### src/rtl/vga_timing_pkg.sv
// Raster constants shared with the sync generator
// and the receiver state encoding.
package vga_timing_pkg;

    localparam int H_ACTIVE     = 640;
    localparam int H_SYNC_START = 656;
    localparam int H_TOTAL      = 800;
    localparam int V_ACTIVE     = 480;
    localparam int V_SYNC_START = 491;
    localparam int V_TOTAL      = 524;

    typedef enum logic [1:0] {
        SEARCH,
        H_ALIGN,
        V_CHECK,
        LOCKED
    } rx_state_t;

endpackage

### src/rtl/sync_edge_det.sv
// Registers one active-low sync line and flags
// the clock in which it first goes low.
module sync_edge_det (
    input  logic clk,
    input  logic rst,
    input  logic sync_in,
    output logic fall
);

    logic q;

    // previous sample; idle-high so reset never fakes an edge
    always_ff @(posedge clk or negedge rst) begin
        if (!rst) q <= 1'b1;
        else      q <= sync_in;
    end

    assign fall = q & ~sync_in;

endmodule

### src/rtl/vga_sync_rx.sv
// Recovers x/y/video_on from hsync/vsync alone and
// keeps checking every sync edge against the raster.
module vga_sync_rx
    import vga_timing_pkg::*;
#(
    parameter int H_ACT = H_ACTIVE,
    parameter int H_SS  = H_SYNC_START,
    parameter int H_TOT = H_TOTAL,
    parameter int V_ACT = V_ACTIVE,
    parameter int V_SS  = V_SYNC_START,
    parameter int V_TOT = V_TOTAL
) (
    input  logic       clk,
    input  logic       rst,
    input  logic       hsync,
    input  logic       vsync,
    output logic [9:0] x,
    output logic [9:0] y,
    output logic       video_on,
    output logic       locked,
    output logic       frame_start,
    output logic       sync_err,
    output logic [7:0] err_cnt
);

    localparam logic [9:0] HA      = 10'(H_ACT);
    localparam logic [9:0] HSS     = 10'(H_SS);
    localparam logic [9:0] HT_LAST = 10'(H_TOT - 1);
    localparam logic [9:0] VA      = 10'(V_ACT);
    localparam logic [9:0] VSS     = 10'(V_SS);
    localparam logic [9:0] VT_LAST = 10'(V_TOT - 1);

    logic       hfall;
    logic       vfall;
    rx_state_t  state;
    rx_state_t  state_n;
    logic [9:0] rh;
    logic [9:0] rv;
    logic [9:0] rh_n;
    logic [9:0] rv_n;
    logic [9:0] rh_inc;
    logic [9:0] rv_inc;
    logic       h_mis;
    logic       v_mis;
    logic       err_n;

    sync_edge_det u_hs (
        .clk     (clk),
        .rst     (rst),
        .sync_in (hsync),
        .fall    (hfall)
    );

    sync_edge_det u_vs (
        .clk     (clk),
        .rst     (rst),
        .sync_in (vsync),
        .fall    (vfall)
    );

    // raster position one clock ahead, wrapping line then frame
    always_comb begin
        rh_inc = (rh == HT_LAST) ? '0 : rh + 10'd1;
        rv_inc = rv;
        if (rh == HT_LAST) begin
            rv_inc = (rv == VT_LAST) ? '0 : rv + 10'd1;
        end
    end

    // an edge where none is expected, or none where one is, both miss
    assign h_mis = hfall ^ (rh == HSS);
    assign v_mis = vfall ^ ((rh == '0) && (rv == VSS));

    // lock state machine, counter loads and mismatch detection
    always_comb begin
        state_n = state;
        rh_n    = rh;
        rv_n    = rv;
        err_n   = 1'b0;
        unique case (state)
            SEARCH: begin
                if (hfall) begin
                    state_n = H_ALIGN;
                    rh_n    = HSS + 10'd1;
                end
            end
            H_ALIGN: begin
                if (h_mis) begin
                    err_n = 1'b1;
                end else if (vfall) begin
                    if (rh == '0) begin
                        state_n = V_CHECK;
                        rh_n    = rh_inc;
                        rv_n    = VSS;
                    end else begin
                        err_n = 1'b1;
                    end
                end else begin
                    rh_n = rh_inc;
                    rv_n = rv_inc;
                end
            end
            V_CHECK, LOCKED: begin
                if (h_mis || v_mis) begin
                    err_n = 1'b1;
                end else begin
                    rh_n = rh_inc;
                    rv_n = rv_inc;
                    if (vfall) state_n = LOCKED;
                end
            end
        endcase
        // restart acquisition, reusing this cycle's hsync edge if any
        if (err_n) begin
            rv_n = '0;
            if (hfall) begin
                state_n = H_ALIGN;
                rh_n    = HSS + 10'd1;
            end else begin
                state_n = SEARCH;
                rh_n    = '0;
            end
        end
    end

    // state and raster counters
    always_ff @(posedge clk or negedge rst) begin
        if (!rst) begin
            state <= SEARCH;
            rh    <= '0;
            rv    <= '0;
        end else begin
            state <= state_n;
            rh    <= rh_n;
            rv    <= rv_n;
        end
    end

    // registered error pulse and saturating error count
    always_ff @(posedge clk or negedge rst) begin
        if (!rst) begin
            sync_err <= 1'b0;
            err_cnt  <= '0;
        end else begin
            sync_err <= err_n;
            if (err_n && (err_cnt != 8'hff)) begin
                err_cnt <= err_cnt + 8'd1;
            end
        end
    end

    assign locked      = (state == LOCKED);
    assign video_on    = locked && (rh < HA) && (rv < VA);
    assign x           = (locked && (rh < HA)) ? rh : '0;
    assign y           = (locked && (rv < VA)) ? rv : '0;
    assign frame_start = locked && (rh == '0) && (rv == '0);

endmodule

### config.mk
export PLATFORM = sky130hd
export DESIGN_NAME = vga_sync_rx
export DESIGN_NICKNAME = d
export VERILOG_FILES = /design/src/rtl/vga_timing_pkg.sv /design/src/rtl/sync_edge_det.sv /design/src/rtl/vga_sync_rx.sv
export SDC_FILE = /design/constraint.sdc
export NUM_CORES = 1
export LEC_CHECK = 0
export BUFFER_PORTS_ARGS = -buffer_cell sky130_fd_sc_hd__buf_2
export CAP_MARGIN = 20
export CORE_ASPECT_RATIO = 1.5
export CORE_MARGIN = 8
export CORE_UTILIZATION = 54
export DETAILED_ROUTE_END_ITERATION = 10
export GPL_TIMING_DRIVEN = 0
export HOLD_SLACK_MARGIN = 0.15
export PLACE_DENSITY_LB_ADDON = 0.3
export SYNTH_ARGS = -nofsm -noshare
export SYNTH_HDL_FRONTEND = slang
export SYNTH_HIERARCHICAL = 1
export SYNTH_SLANG_ARGS = --single-unit
### constraint.sdc
create_clock -name clk -period 4.8 [get_ports clk]
set_input_delay 0.96 -clock clk [delete_from_list [all_inputs] [get_ports clk]]
set_output_delay 0.96 -clock clk [all_outputs]
set_load 0.1 [all_outputs]
==> results of run 1 <==
## worst max-delay path: stages (launching register included)
cell,delay [ns]
dfrtp_1,0.33
clkbuf_1,0.29
nand2_1,0.29
nor3b_1,0.78
and2_1,0.22
buf_2,0.42
## layout make-up
type,count,share of cell area [%]
plain buffers,13,3.49
inverters,13,1.89
repair buffers,34,6.59
clock inverters,1,1.16
flip-flops and latches,33,32.1
clock buffers,7,3.34
well taps,45,2.18
multi-input cells,191,49.2
## metal layers
layer / wire length (µm) / GRT usage, %
met1: 2260 / 21.6
met2: 3170 / 33.3
met3: 393 / 3.91
met4: 146 / 10.8
met5: 0 / 0
## synth_stat cells, types with 2 or more instances
master and instances:
dfrtp_1 31, and2_1 16, nand2_1 16, a31oi_1 15, nand3_1 15, inv_1 13, nand4_1 11, and3_1 10
o21ai_0 10, nor2_1 9, nor3_1 8, clkbuf_1 7, a21oi_1 6, ha_1 5, nand3b_1 5, a22o_1 4
nor4_1 4, a31o_2 3, a41oi_1 3, buf_6 3, nand4b_1 3, o21a_1 3, or2_2 3, or3_1 3
xnor2_1 3, a21o_1 2, and4_1 2, buf_4 2, dfstp_2 2, nor2b_1 2, nor2b_4 2, nor3b_1 2
nor4b_1 2, o21ai_1 2, o31a_1 2, o32ai_1 2
## worst max path at each step
| stage | from | to | slack (ns) |
|---|---|---|---|
| finish | state[1] | y[8] | 1.22 |
| global route | state[1] | y[6] | 0.93 |
| CTS | state[1] | y[8] | 1.20 |
| detailed placement | state[1] | y[8] | 1.54 |
| global placement | state[1] | y[7] | 1.58 |
| floorplan | state[1] | x[0] | 1.03 |
## through the flow
| stage | hold WS (ns) | area, µm² | setup WS, ns | instances |
|---|---|---|---|---|
| after floorplan | 0.475 | 2240 | 1.03 | 250 |
| after global placement | 0.506 | 2460 | 1.58 | 329 |
| after detailed placement | 0.507 | 2460 | 1.54 | 329 |
| after CTS | 0.518 | 2580 | 1.20 | 337 |
| after global routing | 0.531 | 2580 | 0.930 | 337 |
| final | 0.507 | 2580 | 1.22 | 337 |
## report_power, final
| group | switching (mW) | internal [mW] |
|---|---|---|
| sequential | 0.110 | 0.372 |
| combinational | 0.743 | 0.319 |
| clock | 0.108 | 0.169 |
| total | 0.961 | 0.860 |
## sequential cells by signal, summed over array words and instances, names as in the netlist
name	flops
err_cnt	8
u_vs/q	1
rh	10
rv	10
sync_err	1
state	2
u_hs/q	1
## cells by family (layout without fill, tap and decap cells)
logic type / after synthesis / in the layout / synth area share, %
DFF: 33 / 33 / 37.0
AOI/OAI and AO/OA: 60 / 60 / 19.1
xor gates and xnor gates: 4 / 4 / 1.57
and+or+nand+nor: 120 / 120 / 32.5
adders and majority gates: 5 / 5 / 2.79
buffers and inverters: 26 / 68 / 6.20
muxes: 1 / 1 / 0.671
other: 1 / 1 / 0.168
==> impl_metrics.py, run 1 <==
metrics = {
    "status": {
        "status": "finished, final reports clean",
    },
    "hold_path": {
        "hp-start": "err_cnt[7]",
        "hold_end": "err_cnt[7]",
        "hold_class": "register to register",
        "hold_depth": 1,
    },
    "worst_setup_path": {
        "worst_r2r_path_depth": 10,
        "crit_type": "register to primary output",
        "startpoint_type": "register",
        "critPathCaptureType": "primary output",
        "r2r_slack_ns": 1.90,
        "timing.rr.end": "rv[0]",
        "reg2reg_from": "rh[0]",
        "critPathArrivalTime_ns": 2.62,
        "cp.required_ns": 3.84,
        "path_max_fanout": 10,
    },
    "floorplanning": {
        "die_width_um": 68.6,
        "fp.dieArea_mm2": 0.00650,
        "fp.dieH_um": 94.9,
        "initial_core_util_pct": 56.5,
        "ios": 36,
        "fp-row-count": 28,
        "core_mm2": 0.00396,
    },
    "sta": {
        "slew_headroom_pct": 30.9,
        "fmax_mhz": 279,
        "worst_slew_pin_slew_ns": 1.03,
        "fin_crit_sh_pct": 74.6,
        "rsz0062_at_grt": "no",
        "finClkSkew_ns": 0.00524,
        "slew_violations": 0,
        "setup_violations": 0,
        "finalSetupTns_ns": 0,
        "hold_violations": 0,
        "period_minus_slack_ns": 3.58,
    },
    "cells_and_area": {
        "area_growth_syn_to_layout_pct": 15.3,
        "n_fill_cell": 352,
        "seq_area_um2": 828,
        "final_cell_mix": "buf_2, dfrtp_1, nand2_1, and2_1",
        "multi_input_area_mm2": 0.00127,
        "diodes": 0,
        "layout_commonest_cell": "buf_2",
        "drive_gt1_share_pct": 21.6,
        "fin_nets": 300,
        "final_util_pct": 65.2,
    },
    "clock_network": {
        "cts.sinks": 33,
        "cts_max_level": 2,
        "cts_tree": "done",
        "clkLatencyLatePin_ns": 0.29,
        "cts_setup_buffers": 0,
        "root_buffer": "clkbuf_8",
        "cts_resized": 0,
        "cts_max_path_buffers": 2,
        "cts_buffers": 5,
        "postCtsHoldBufs": 0,
        "clkTransAtPathRegs_ns": 0.07,
    },
    "yosys": {
        "yosys-top-cells-area": "dfrtp_1, and2_1, a31oi_1",
        "async_reset_ff_share_pct": 100,
        "synth-edff-count": 0,
        "ys_ff_latch": 33,
        "synth_ff_type": "dfrtp_1",
        "synth-seq-area-share_pct": 37.0,
        "syn_nets": 259,
        "syn_area_mm2": 0.00224,
        "synth.distinct_cells": 55,
        "synthCells": 250,
        "yosysTopAreaCellShare_pct": 34.7,
        "synth.avg_cell_area_um2": 8.95,
        "yosys_warnings": 6,
        "yosysTopAreaCell": "dfrtp_1",
    },
    "run": {
        "drv_cap": 0,
    },
    "global_routing": {
        "grt_usage_pct": 19.5,
        "grt_max_degree": 34,
        "grt-ovfl-total": 0,
        "grt_pass1_wl_um": 9860,
        "grt_pass1_vias": 2130,
        "antenna_found_initial": 0,
    },
    "detailed_routing": {
        "post-route-drc-count": 0,
        "vias": 2190,
        "dr.pass1.iters": 4,
        "vias_per_cell": 6.50,
        "postRouteAntennaNets": 0,
        "routed_wl_um": 5970,
        "drt-initial-drc-count": 144,
        "wl_per_cell_um": 17.7,
    },
    "pwr": {
        "total_power_mw": 1.82,
        "cellPowerDensity_mw_per_mm2": 706,
        "leakage_nw": 1.18,
        "ir_drop_v": 0.000541,
    },
    "place": {
        "port-buffer-count": 34,
        "hpwl_um": 4230,
        "globalplace.congestion": 0.894,
    },
}
Power figures use the tool's default switching activity.
==> run 2: changes to the inputs <==
- ABC_AREA: not set -> 1
- CORE_UTILIZATION: 54 -> 52
- clock period: 4.8 -> 2.89 ns (I/O delays scaled with it)
==> impl_metrics.py, run 2 <==
metrics = {
    "detailed_routing": {
        "routed_wl_um": 6280,
        "post-route-drc-count": 0,
        "postRouteAntennaNets": 0,
        "wl_per_cell_um": 13.6,
        "vias": 2496,
        "dr.pass1.iters": 5,
        "drt-initial-drc-count": 137,
        "vias_per_cell": 5.39,
    },
    "clock_network": {
        "cts_max_path_buffers": 2,
        "clkTransAtPathRegs_ns": 0.07,
        "root_buffer": "clkbuf_8",
        "cts.sinks": 33,
        "cts_setup_buffers": 0,
        "clkLatencyLatePin_ns": 0.29,
        "cts_tree": "done",
        "cts_buffers": 5,
        "postCtsHoldBufs": 0,
        "cts_resized": 0,
        "cts_max_level": 2,
    },
    "yosys": {
        "syn_area_mm2": 0.00245,
        "synth_mux_area_share_pct": 0,
        "async_reset_ff_share_pct": 100,
        "yosysTopAreaCellShare_pct": 31.6,
        "synth-simple-area-share_pct": 40.5,
        "synth_top_family_by_area": "simple AND/OR/NAND/NOR gates",
        "synth-seq-area-share_pct": 33.8,
        "synth_common_cells": "nand2_1, inv_1, nor2_1",
        "post-synth-top-count-cell": "nand2_1",
        "yosys_warnings": 6,
        "yosysTopAreaCell": "dfrtp_1",
        "syn_nets": 366,
        "synth_fa_ha_area_share_pct": 2.55,
        "synth-edff-count": 0,
        "synth_ff_type": "dfrtp_1",
        "synth.distinct_cells": 37,
        "synth.avg_cell_area_um2": 6.87,
        "yosys-top-cells-area": "dfrtp_1, nand2_1, nand3_1",
        "synthCells": 357,
        "synth_xor_xnor_area_share_pct": 4.29,
        "synth_compound_area_share_pct": 8.88,
        "ys_ff_latch": 33,
    },
    "pwr": {
        "switching_share_pct": 53.6,
        "leakage_nw": 1.47,
        "p_sw_mw": 1.46,
        "cellPowerDensity_mw_per_mm2": 966,
        "ir_drop_v": 0.000908,
        "comb_power_share_pct": 54.5,
        "p_seq_share_pct": 28.7,
        "total_power_mw": 2.73,
        "p_int_mw": 1.26,
        "p_clk_share_pct": 16.8,
    },
    "global_routing": {
        "antenna_found_initial": 0,
        "grt-ovfl-total": 0,
        "grt_max_degree": 34,
        "grt_pass1_wl_um": 10800,
        "grt_pass1_vias": 2471,
        "grt_usage_pct": 18.3,
    },
    "floorplanning": {
        "fp.dieArea_mm2": 0.00721,
        "fp-row-count": 30,
        "core_mm2": 0.00454,
        "fp.dieH_um": 100,
        "initial_core_util_pct": 54.0,
        "ios": 36,
        "die_width_um": 72.1,
    },
    "cells_and_area": {
        "layout_commonest_cell": "nand2_1",
        "fin_nets": 407,
        "final_cell_mix": "nand2_1, inv_1, nor2_1",
        "reg.largest.list": "rh: 10 flops, rv: 10 flops, err_cnt: 8 flops",
        "drive_gt1_share_pct": 18.3,
        "instances_no_fill": 463,
        "diodes": 0,
        "fin_area_mm2": 0.00282,
        "area_growth_syn_to_layout_pct": 15.2,
    },
    "worst_setup_path": {
        "reg2reg_from": "rv[1]",
        "startpoint_type": "register",
        "critPathArrivalTime_ns": 2.03,
        "crit_type": "register to primary output",
        "startpoint": "state[1]",
        "timing.rr.end": "rh[0]",
        "path_max_fanout": 10,
        "cp.required_ns": 2.31,
        "worst_r2r_path_depth": 12,
        "r2r_slack_ns": 0.75,
        "endpoint": "video_on",
        "critPathCaptureType": "primary output",
    },
    "sta": {
        "finalSetupTns_ns": 0,
        "rsz0062_at_grt": "no",
        "fmax_mhz": 383,
        "setup_violations": 0,
        "slew_violations": 0,
        "setup_slack_ns": 0.280,
        "period_minus_slack_ns": 2.61,
        "slew_headroom_pct": 47.1,
        "finClkSkew_ns": 0.00907,
        "worst_slew_pin_slew_ns": 0.788,
        "fin_crit_sh_pct": 90.3,
        "hold_violations": 0,
    },
    "run": {
        "drv_cap": 0,
    },
    "place": {
        "globalplace.congestion": 0.973,
        "hpwl_um": 4790,
        "port-buffer-count": 34,
        "dpl.cell_count": 455,
        "dpl_worst_slack_ns": 0.596,
        "dpl_cell_area_mm2": 0.00271,
    },
    "status": {
        "status": "finished, final reports clean",
    },
    "hold_path": {
        "hold_class": "input pin to asynchronous set/reset pin",
    },
}
-- run 2: changes by cell type in the layout (fill, tap and decap cells not counted), moves of 8 or more --
cell	previous run	this run
a31oi_1	15	0
and2_1	16	0
and3_1	10	0
inv_1	13	40
nand2_1	16	96
nand3_1	15	37
nor2_1	9	38
nor2_2	0	9
xor2_1	1	9
-- run 2: power by group through the flow --
stage	combinational [mW]	sequential [mW]	clock, mW
2_1_floorplan	0.985	0.968	0
3_3_place_gp	1.46	0.784	0
3_5_place_dp	1.49	0.788	0
4_1_cts	1.49	0.779	0.464
5_1_grt	1.63	0.810	0.479
6_report	1.49	0.784	0.457
-- run 2: logic make-up after synthesis --
logic type / after synthesis
DFF: 33
other: 1
AOI/OAI and AO/OA: 38
adders and majority gates: 5
xor gates and xnor gates: 12
and+or+nand+nor: 213
buffers and inverters: 55
-- run 2: worst max-delay path, stage by stage, from the launching register on --
cell and delay, ns:
dfrtp_1 0.50, nand2_1 0.18, inv_1 0.13, o21ai_1 0.28, nor2_1 0.20, buf_2 0.44
-- run 2: worst min path at each step --
stage                     depth (start not counted)        from  slack (ns)    endpoint
after global placement                            2  err_cnt[4]        0.51  err_cnt[4]
final                                             1         rst        0.35       rv[1]
after detailed placement                          2  err_cnt[4]        0.52  err_cnt[4]
after CTS                                         1         rst        0.39       rv[1]
after global routing                              1       vsync        0.39      u_vs/q
after floorplan                                   0         rst        0.28  err_cnt[0]
-- run 2: final cells by class --
type / instances / area, µm²
multi-input combinational: 269 / 1390
fill: 455 / 1720
sequential: 33 / 828
clock buffer: 7 / 86.3
timing repair buffer: 34 / 170
inverter: 44 / 165
tap: 64 / 80.1
clock inverter: 1 / 30.0
buffer: 11 / 76.3
-- run 2: routing by layer --
metal	track usage [%]	part of all wire, %	vias up
met5	0	0	-
met4	9.95	2.7	0
met3	4.09	4.7	13
met2	33.7	52	70
met1	18.1	40	1175
li1	-	-	1238
-- run 2: metrics by stage --
| stage | utilization [%] | hold WS [ns] |
|---|---|---|
| after CTS | 62.2 | 0.393 |
| after global routing | 62.2 | 0.391 |
| after floorplan | - | 0.282 |
| after global placement | 59.6 | 0.510 |
| after detailed placement | 59.6 | 0.521 |
| final | 62.2 | 0.350 |
==> run 3: changes to the inputs <==
- ABC_AREA: 1 -> 0
- BUFFER_PORTS_ARGS: -buffer_cell sky130_fd_sc_hd__buf_2 -> not set
- CORE_UTILIZATION: 52 -> 54
- DONT_BUFFER_PORTS: not set -> 1
==> impl_metrics.py, run 3 (synthesis results as in run 1) <==
metrics = {
    "status": {
        "status": "finished, final reports clean",
    },
    "clock_network": {
        "root_buffer": "clkbuf_8",
        "cts_max_level": 2,
        "cts_buffers": 5,
        "cts_max_path_buffers": 2,
        "clkTransAtPathRegs_ns": 0.08,
        "cts_tree": "done",
        "clkLatencyLatePin_ns": 0.30,
        "cts.sinks": 33,
    },
    "cells_and_area": {
        "diodes": 0,
        "fin_nets": 277,
        "layout_commonest_cell": "dfrtp_1",
        "instances_no_fill": 314,
        "fin_area_mm2": 0.00269,
        "reg.largest.list": "rh: 10 flops, rv: 10 flops, err_cnt: 8 flops",
        "drive_gt1_share_pct": 26.8,
        "area_growth_syn_to_layout_pct": 20.0,
        "final_cell_mix": "dfrtp_1, and2_2, nand3_1, nand2_1, a31oi_1",
        "final_util_pct": 67.8,
    },
    "floorplanning": {
        "fp.dieH_um": 94.9,
        "fp.dieArea_mm2": 0.00650,
        "fp-row-count": 28,
        "ios": 36,
        "core_mm2": 0.00396,
        "die_width_um": 68.6,
        "initial_core_util_pct": 56.5,
    },
    "sta": {
        "period_minus_slack_ns": 2.82,
        "worst_slew_pin_slew_ns": 1.03,
        "finClkSkew_ns": 0.00464,
        "fin_crit_sh_pct": 97.6,
        "setup_violations": 0,
        "slew_violations": 0,
        "slew_headroom_pct": 31.2,
        "hold_violations": 0,
        "holdWs_ns": 0.271,
        "fmax_mhz": 354,
        "rsz0062_at_grt": "yes",
        "finalSetupTns_ns": 0,
    },
    "worst_setup_path": {
        "critPathBufInv": 1,
        "worst_r2r_path_depth": 9,
        "path_max_fanout": 6,
        "critPathArrivalTime_ns": 2.24,
        "critPathMaxStageDelay_ns": 0.51,
        "path_cells": "inv_2 -> ha_1 -> or4b_4 -> nor4_1 -> and4_4",
        "crit_type": "register to primary output",
        "cp.required_ns": 2.31,
        "startpoint_type": "register",
        "critPathCaptureType": "primary output",
        "cp_slowest_cell": "or4b_4",
        "cp.depth": 5,
        "critPathTopFamily": "simple AND/OR/NAND/NOR gates",
    },
    "pwr": {
        "leakage_nw": 1.12,
        "cellPowerDensity_mw_per_mm2": 1200,
        "ir_drop_v": 0.00131,
    },
    "detailed_routing": {
        "post-route-drc-count": 0,
        "vias": 2220,
        "vias_per_cell": 7.07,
        "postRouteAntennaNets": 0,
        "routed_wl_um": 6340,
        "dr.pass1.iters": 5,
        "drt-initial-drc-count": 204,
        "wl_per_cell_um": 20.2,
    },
    "hold_path": {
        "hold_class": "input pin to register",
        "hold_depth": 0,
    },
    "place": {
        "dpl_cell_area_mm2": 0.00236,
        "hpwl_um": 4130,
        "globalplace.congestion": 0.896,
        "port-buffer-count": 0,
        "dpl.cell_count": 298,
    },
    "global_routing": {
        "grt_max_degree": 34,
        "grt_pass1_wl_um": 10100,
        "grt_usage_pct": 19.9,
        "grt_pass1_vias": 2184,
        "grt-ovfl-total": 0,
        "antenna_found_initial": 0,
    },
    "run": {
        "drv_cap": 0,
    },
}
==> run 3: power breakdown <==
| group | total [mW] | internal [mW] | switching (mW) |
|---|---|---|---|
| Sequential | 1.16 | 0.609 | 0.550 |
| Clock | 0.453 | 0.258 | 0.195 |
| Combinational | 1.62 | 0.653 | 0.964 |
| Total | 3.23 | 1.52 | 1.71 |
==> run 3: worst register-to-register path, delay by kind of cell, from the launching register on <==
kind,cells,cell delay (ns)
mux,1,0.29
simple gates,3,0.88
buf+inv,2,0.24
flops,1,0.46
fa+ha+maj,1,0.13
compound gates,2,0.71
==> run 3: final timing paths <==
path / from / slack (ns) / to
hold reg to reg: rv[8] / 0.58 / rv[8]
max in group asynchronous: rst / 1.89 / u_hs/q
min in group asynchronous: rst / 0.75 / rv[2]
setup reg to reg: rh[0] / 0.08 / err_cnt[1]
hold / removal: vsync / 0.27 / u_vs/q
setup / recovery: rh[0] / 0.07 / frame_start
==> run 3: layer usage <==
layer  global-route usage, %  wire (µm)  vias to the layer above
met5                       0          0                        -
met4                    12.5        346                        0
met3                    5.34        465                       42
met2                    34.6       3200                      124
met1                    20.0       2330                     1072
li1                        -          -                      982
==> run 3: final cells by class <==
type                       count  area [µm²]
buffer                        12        90.1
clock buffer                   5        68.8
clock inverter                 3        46.3
fill                         297        1270
inverter                      13        48.8
multi-input combinational    191        1390
sequential                    33         830
tap                           45        56.3
timing repair buffer          12         158
==> run 3: timing repair <==
| action | in CTS | in global routing |
|---|---|---|
| pin swaps | 0 | 9 |
| endpoints found under the setup margin | 19 | 34 |
| buffers inserted | 0 | 6 |
| resized for setup | 23 | 11 |
| gates cloned | 0 | 1 |
| endpoints found under the hold margin | 33 | 0 |
| hold buffers | 2 | 0 |
==> run 3: metrics by stage <==
stage | setup WS [ns] | power [mW]
after floorplan | -0.494 | 2.18
after detailed placement | -0.363 | 2.49
after CTS | 0.000367 | 2.99
after global placement | -0.767 | 2.45
final | 0.0682 | 3.23
after global routing | -0.0651 | 3.40
